File: src/rtl/mips_pkg.sv
// Shared MIPS pipeline definitions: datapath width, bubble encoding and the fetch payload.
package mips_pkg;

    localparam int unsigned DATA_W    = 32;
    localparam logic [31:0] NOP_INSTR = 32'h0000_0000;

    typedef struct packed {
        logic [DATA_W-1:0] pc;
        logic [DATA_W-1:0] instruction;
    } fetch_pkt_t;

endpackage : mips_pkg

File: src/rtl/if_id_queue_mem.sv
// Small register-array storage for the IF/ID queue; one write port, one asynchronous read port.
module if_id_queue_mem #(
    parameter int unsigned DEPTH  = 2,
    parameter int unsigned WIDTH  = 64,
    parameter int unsigned ADDR_W = 1
) (
    input  logic              clk,
    input  logic              rst_n,
    input  logic              wr_en_i,
    input  logic [ADDR_W-1:0] wr_addr_i,
    input  logic [WIDTH-1:0]  wr_data_i,
    input  logic [ADDR_W-1:0] rd_addr_i,
    output logic [WIDTH-1:0]  rd_data_o
);

    logic [WIDTH-1:0] mem_q [DEPTH];

    always_ff @(posedge clk or negedge rst_n) begin
        if (!rst_n) begin
            for (int i = 0; i < int'(DEPTH); i++) begin
                mem_q[i] <= '0;
            end
        end else if (wr_en_i) begin
            mem_q[wr_addr_i] <= wr_data_i;
        end
    end

    assign rd_data_o = mem_q[rd_addr_i];

endmodule : if_id_queue_mem

File: src/rtl/if_id_queue.sv
// In-order {pc, instruction} queue decoupling IF from ID, with full back-pressure and branch flush.
module if_id_queue
    import mips_pkg::*;
#(
    parameter int unsigned DEPTH  = 2,
    parameter int unsigned DATA_W = mips_pkg::DATA_W,
    parameter int unsigned PTR_W  = $clog2(DEPTH)
) (
    input  logic              clk,
    input  logic              rst,
    input  logic [DATA_W-1:0] in_pc,
    input  logic [DATA_W-1:0] in_instruction,
    input  logic              in_valid,
    output logic              if_freez,
    input  logic              flush,
    input  logic              id_stall,
    output logic [DATA_W-1:0] out_pc,
    output logic [DATA_W-1:0] out_instruction,
    output logic              out_valid,
    output logic [PTR_W:0]    count
);

    localparam int unsigned ENTRY_W = 2 * DATA_W;

    logic [PTR_W-1:0]   wr_ptr_q, wr_ptr_d;
    logic [PTR_W-1:0]   rd_ptr_q, rd_ptr_d;
    logic [PTR_W:0]     count_q, count_d;
    logic               push_c, pop_c;
    logic [ENTRY_W-1:0] rd_data_c;

    // Freeze depends only on registered occupancy, so no IF<->ID combinational loop exists.
    assign if_freez  = (count_q == (PTR_W+1)'(DEPTH));
    assign out_valid = (count_q != '0);
    assign push_c    = in_valid & ~if_freez & ~flush;
    assign pop_c     = out_valid & ~id_stall & ~flush;

    always_comb begin
        wr_ptr_d = wr_ptr_q;
        rd_ptr_d = rd_ptr_q;
        count_d  = count_q;
        if (flush) begin
            wr_ptr_d = '0;
            rd_ptr_d = '0;
            count_d  = '0;
        end else begin
            if (push_c) wr_ptr_d = wr_ptr_q + PTR_W'(1);
            if (pop_c)  rd_ptr_d = rd_ptr_q + PTR_W'(1);
            case ({push_c, pop_c})
                2'b10:   count_d = count_q + (PTR_W+1)'(1);
                2'b01:   count_d = count_q - (PTR_W+1)'(1);
                default: count_d = count_q;
            endcase
        end
    end

    always_ff @(posedge clk or negedge rst) begin
        if (!rst) begin
            wr_ptr_q <= '0;
            rd_ptr_q <= '0;
            count_q  <= '0;
        end else begin
            wr_ptr_q <= wr_ptr_d;
            rd_ptr_q <= rd_ptr_d;
            count_q  <= count_d;
        end
    end

    if_id_queue_mem #(
        .DEPTH  (DEPTH),
        .WIDTH  (ENTRY_W),
        .ADDR_W (PTR_W)
    ) u_mem (
        .clk       (clk),
        .rst_n     (rst),
        .wr_en_i   (push_c),
        .wr_addr_i (wr_ptr_q),
        .wr_data_i ({in_pc, in_instruction}),
        .rd_addr_i (rd_ptr_q),
        .rd_data_o (rd_data_c)
    );

    // Empty queue presents a bubble to ID rather than stale storage.
    assign out_pc          = out_valid ? rd_data_c[ENTRY_W-1:DATA_W] : '0;
    assign out_instruction = out_valid ? rd_data_c[DATA_W-1:0] : DATA_W'(NOP_INSTR);
    assign count           = count_q;

endmodule : if_id_queue

File: config.mk
export PLATFORM = sky130hd
export DESIGN_NAME = if_id_queue
export DESIGN_NICKNAME = d
export VERILOG_FILES = /design/src/rtl/mips_pkg.sv /design/src/rtl/if_id_queue_mem.sv /design/src/rtl/if_id_queue.sv
export SDC_FILE = /design/constraint.sdc
export NUM_CORES = 1
export LEC_CHECK = 0
export ABC_AREA = 1
export CAP_MARGIN = 20
export CORE_MARGIN = 4
export CORE_UTILIZATION = 35
export DETAILED_ROUTE_END_ITERATION = 10
export PLACE_DENSITY = 0.57
export SLEW_MARGIN = 15
export SYNTH_ARGS = -nofsm -noshare
export SYNTH_HDL_FRONTEND = slang
export SYNTH_SLANG_ARGS = --single-unit
export TNS_END_PERCENT = 30
File: constraint.sdc
create_clock -name clk -period 1.5 [get_ports clk]
set_input_delay 0.225 -clock clk [delete_from_list [all_inputs] [get_ports clk]]
set_output_delay 0.225 -clock clk [all_outputs]
set_load 0.02 [all_outputs]
== Word level (Yosys, flattened, before mapping) ==
Index checks and enable logic that the tools add are counted.
Storage, ports and cells
  register bits: 132
  input port bits: 69
  output and inout port bits: 68
  word-level logic and storage cells: 43
Cells by class
  add/sub/neg operators: 4
  magnitude comparators: 3
  eq/ne operators: 3
  mux-type cells: 14
  bitwise logic cells: 9
  reductions and logical operators: 5
Operators by type and width (count)
  $mux W64: 4
  $bwmux W128: 1
  $demux W64 S1: 1
  $mux W32: 2
  $reduce_bool A2 Y1: 3
  $and A1 B1 Y1: 4
  $eq A2 B2 Y1 const B: 2
  $ge A2 B2 Y1 const B: 2
  $mux W1: 4
  $not A1 Y2: 2
  $pmux W2 S2: 1
  $not A1 Y1: 3
  $reduce_bool A3 Y1: 1
  $add A1 B1 Y1 const B: 2
  $add A2 B1 Y2 const B: 1
  $eq A2 B1 Y1 const B: 1
  $lt A2 B1 Y1 const B: 1
  $mux W2: 1
  $sub A2 B1 Y2 const B: 1
  $logic_and A1 B1 Y1: 1

== Logic depth before layout (Yosys ltp) ==
  word-level depth: 7
  mapped depth: 9
  depth with buffers taken out: 9

== Hierarchy ==
Synthesis repeated with hierarchy kept, for this count alone.
Second synthesis, totals
  cells, all modules: 932
  area, all modules: 6751.5 µm²
By module, submodules not included
  if_id_queue_mem: times used 1, cells an instance 761, area each 5933.2 µm², sequential area each 3203.1 µm²
  if_id_queue: times used 1, cells an instance 171, area each 818.3 µm², sequential area each 100.1 µm²

== Worst setup path before layout ==
No wires, ideal clock.
  kind: register to output
  start point: register count_q[1] (netlist: count[1])
  end point: output port out_instruction[0]
  data arrival time: 1316 ps
  required time: 1275 ps
  setup slack: -41 ps
  cell stages (with the launch flop): 5
  buffers on the path: 2
  path through: dfrtp_1 > nor2_1 > buf_2 > buf_2 > a21oi_1
Between the ends
  cells in the longest elaborated chain, start to end: 2
Ends and longest elaborated chain
  start, declared: line if_id_queue.sv:27  | logic [PTR_W:0] count_q, count_d;
  start signal, assigned: line if_id_queue.sv:64  | count_q <= count_d;
  $reduce_bool A2 Y1: line if_id_queue.sv:33  | assign out_valid = (count_q != '0);
  $mux W32: line if_id_queue.sv:84  | assign out_instruction = out_valid ? rd_data_c[DATA_W-1:0] : DATA_W'(NOP_INSTR);
  end, declared: line if_id_queue.sv:18  | output logic [DATA_W-1:0] out_instruction,
Every way passes these cells.

== Worst setup path in the final report ==
  start point: register rd_ptr_q
  end point: output port out_instruction[24]
Between the ends
  cells in the longest elaborated chain, start to end: 5
Ends and longest elaborated chain
  start, declared: line if_id_queue.sv:26  | logic [PTR_W-1:0] rd_ptr_q, rd_ptr_d;
  start signal, assigned: line if_id_queue.sv:63  | rd_ptr_q <= rd_ptr_d;
  $not A1 Y2 (implied by the code): line if_id_queue_mem.sv:28  | assign rd_data_o = mem_q[rd_addr_i];
  $mux W64 (implied by the code) (3 in series): line if_id_queue_mem.sv:28
  $mux W32: line if_id_queue.sv:84
Every way passes these cells. The select of a mux whose other input is x is not followed.

==> results.sh <==
export IMPL_status="finished, violations left"
export IMPL_violations="negative setup slack"
export IMPL_ioPinCount=137
export IMPL_dpl_cell_area_mm2=0.00796
export IMPL_ys_seq_elements=132
export IMPL_top_usage_layer="met2"
export IMPL_first_pass_iters=4
export IMPL_rsz0062_at_grt="yes"
export IMPL_setup_worst_path_end="out_instruction[24]"
export IMPL_final_nets=955
export IMPL_pwr_share_clk_pct=19.7
export IMPL_cellPowerDensity_mw_per_mm2=2070
export IMPL_p_sw_share_pct=38.6
export IMPL_crit_arrival_ps=1580
export IMPL_dp_hpwl_um=10600
export IMPL_clk_pin_slew_worst_paths_ps=50
export IMPL_first_global_vias=5097
export IMPL_drt_total_wl_um=17200
export IMPL_fin_crit_ps=1810
export IMPL_grt_pass1_wl_um=26800
export IMPL_worst_r2r_path_depth=10
export IMPL_path_depth=5
export IMPL_worst_slack_ps=-308
export IMPL_critPathKind="reg -> out"
export IMPL_diodes=0
export IMPL_cp_end_kind="primary output"
export IMPL_syn2layout_area_growth_pct=51.3
export IMPL_relSlewSlack_pct=77.8
export IMPL_grt_met2_usage_pct=26.5
export IMPL_hold_viol=0
export IMPL_synthTopCellsByArea="dfrtp_1, nand2_1, o21ai_2, a21oi_1, o21ai_0"
export IMPL_synth_top_area_share_pct=53.8
export IMPL_use_met3_pct=3.72
export IMPL_hp_class="in -> async"
export IMPL_yosysWarnings=0
export IMPL_cts_root_buf="clkbuf_16"
export IMPL_syn_inst=728
export IMPL_leakage_nw=4.40
export IMPL_critPathMaxStageDelay_ps=490
export IMPL_fin_worst_skew_ps=4.70
export IMPL_drive_gt1_share_pct=35.7
export IMPL_overflow=0
export IMPL_dieArea_mm2=0.0197
export IMPL_min_period_over_period_pct=121
export IMPL_setup_viol=67
export IMPL_fp_dieH_um=140
export IMPL_cts_tree="built"
export IMPL_vias=5253
export IMPL_path_cells="buf_8, clkbuf_16, nand2_1, a21oi_1, buf_4"
export IMPL_gp_congestion=0.767
export IMPL_ant_nets=0
export IMPL_wl_per_cell_um=15.3
export IMPL_antenna_found_initial=0
export IMPL_syn_area_mm2=0.00614
export IMPL_p_sw_w=0.00741
export IMPL_cpMaxStageDelayCell="dfrtp_2"
export IMPL_ctsLongestPathBuffers=2
export IMPL_coreArea_mm2=0.0172
export IMPL_post_route_cell_area_mm2=0.00928
export IMPL_clock_sinks=132
export IMPL_final_cell_mix="nand2_1, dfrtp_1, inv_1, clkdlybuf4s50_1, a21oi_2"
export IMPL_synthDistinctLibCells=19
export IMPL_ys_seq_area_share_pct=53.8
export IMPL_critPathMaxFanout=8
export IMPL_cts_made_buffers=17
export IMPL_startpoint="rd_ptr_q"
export IMPL_startpoint_type="register"
export IMPL_die_x_um=140
export IMPL_avgSynthCellArea_um2=8.43
export IMPL_grt_max_degree=49
export IMPL_cp_top_family="buffers and inverters"
export IMPL_num_rows=48
export IMPL_cap_violations=0
export IMPL_first_iter_violations=323
export IMPL_cp_data_required_time_ps=1270
export IMPL_syn_nets=797
export IMPL_share_comb_of_total_power_pct=49.2
export IMPL_final_common_cell="nand2_1"
export IMPL_n_fill_cell=1605
export IMPL_setup_tns_ps=-17090
export IMPL_power_share_sequential_pct=31.1
export IMPL_h_tree_depth=4
export IMPL_drc=0
export IMPL_yosysTopAreaCell="dfrtp_1"
export IMPL_internal_power_w=0.0118
export IMPL_timing_hold_ws_ps=267
export IMPL_start_util_pct=35.6
export IMPL_via_per_inst=4.69
export IMPL_reg2reg_from="count[1]"
export IMPL_port_buffers=136
export IMPL_use_met1_pct=23.5
export IMPL_crit_buf_inv=3
export IMPL_track_usage_pct=16.9
export IMPL_fmax_ghz=0.553
export IMPL_finalMaxSlewViolations=0
export IMPL_vdd_drop_max_mv=1.13
export IMPL_clkLatencyLatePin_ps=410
export IMPL_regToRegSetupSlack_ps=-40
export IMPL_tightest_slew_ps=333
export IMPL_reg2reg_to="count[1]"
==> worst reg2reg max path, cell delays in order (launching register included) <==
cell and delay, ps:
dfrtp_1 400, nor2_4 80, buf_12 150, clkbuf_16 170, buf_4 140, nor2_2 110
nand3_2 110, nand2_1 70, o21ai_0 70, nand2_1 70, nand2_1 50
==> through the flow <==
stage / worst slack, ps / utilization [%] / total power, W / instances
2_1_floorplan: -41.4 / - / 0.00993 / 728
4_1_cts: -338 / 50.2 / 0.0178 / 1112
3_5_place_dp: -431 / 46.2 / 0.0133 / 1075
5_1_grt: -385 / 53.9 / 0.0204 / 1121
3_3_place_gp: -409 / 46.2 / 0.0132 / 1075
6_report: -308 / 53.9 / 0.0192 / 1121
==> power groups by stage <==
stage | Sequential [W] | Clock, W | Combinational (W)
finish | 0.00597 | 0.00379 | 0.00945
global route | 0.00615 | 0.00405 | 0.0102
CTS | 0.00581 | 0.00389 | 0.00812
detailed placement | 0.00584 | 0 | 0.00742
global placement | 0.00583 | 0 | 0.00740
floorplan | 0.00568 | 0 | 0.00425
==> cells in the mapped netlist, drive strengths merged <==
cell type  instances
nand3b             1
nand4              1
clkbuf            11
buf               38
dfrtp            132
inv               72
nand3              2
nand2            270
o21ai            130
nor3               2
a21oi             65
nor2               4
==> state kept, by name, summed over array words and instances (netlist names) <==
register	flops
wr_ptr_q	1
count	2
u_mem.mem_q	128
rd_ptr_q	1
==> kinds of logic (layout without fill, tap and decap cells) <==
group           count (synthesis)  count (layout)  share of synthesized area, %
compound gates                195             195                          19.2
buf+inv                       121             289                          9.44
flops                         132             132                          53.8
simple gates                  280             280                          17.5
==> how the worst min path moves through the flow <==
stage,endpoint,slack [ps],cells past startpoint
6_report,u_mem.mem_q[57],270,2
5_1_grt,u_mem.mem_q[57],270,2
4_1_cts,u_mem.mem_q[57],260,2
3_5_place_dp,u_mem.mem_q[57],140,1
3_3_place_gp,u_mem.mem_q[57],130,1
2_1_floorplan,count[0],-70,0
==> cell type report <==
class                   count  area (um2)  area share, %
flip-flops and latches    132        3300           35.6
multi-input cells         475        2710           29.2
repair buffers            188        2170           23.4
clock buffers              23         478           5.15
inverters                  72         285           3.07
well taps                 225         282           3.03
clock inverters             6        55.1          0.593
==> per-layer routing <==
| layer | wire length, um | up-vias |
|---|---|---|
| li1 | - | 2619 |
| met1 | 7870 | 2487 |
| met2 | 8100 | 130 |
| met3 | 926 | 17 |
| met4 | 274 | 0 |
| met5 | 0 | - |
==> what timing repair did <==
| item | in CTS | in global routing |
|---|---|---|
| endpoints found under the setup margin | 68 | 147 |
| pin swaps | 2 | 34 |
| cloned | 3 | 8 |
| setup buffers | 4 | 1 |
| hold buffers | 1 | 0 |
| gates resized for setup | 388 | 121 |
| endpoints found under the hold margin | 27 | 0 |
Power figures use the tool's default switching activity.
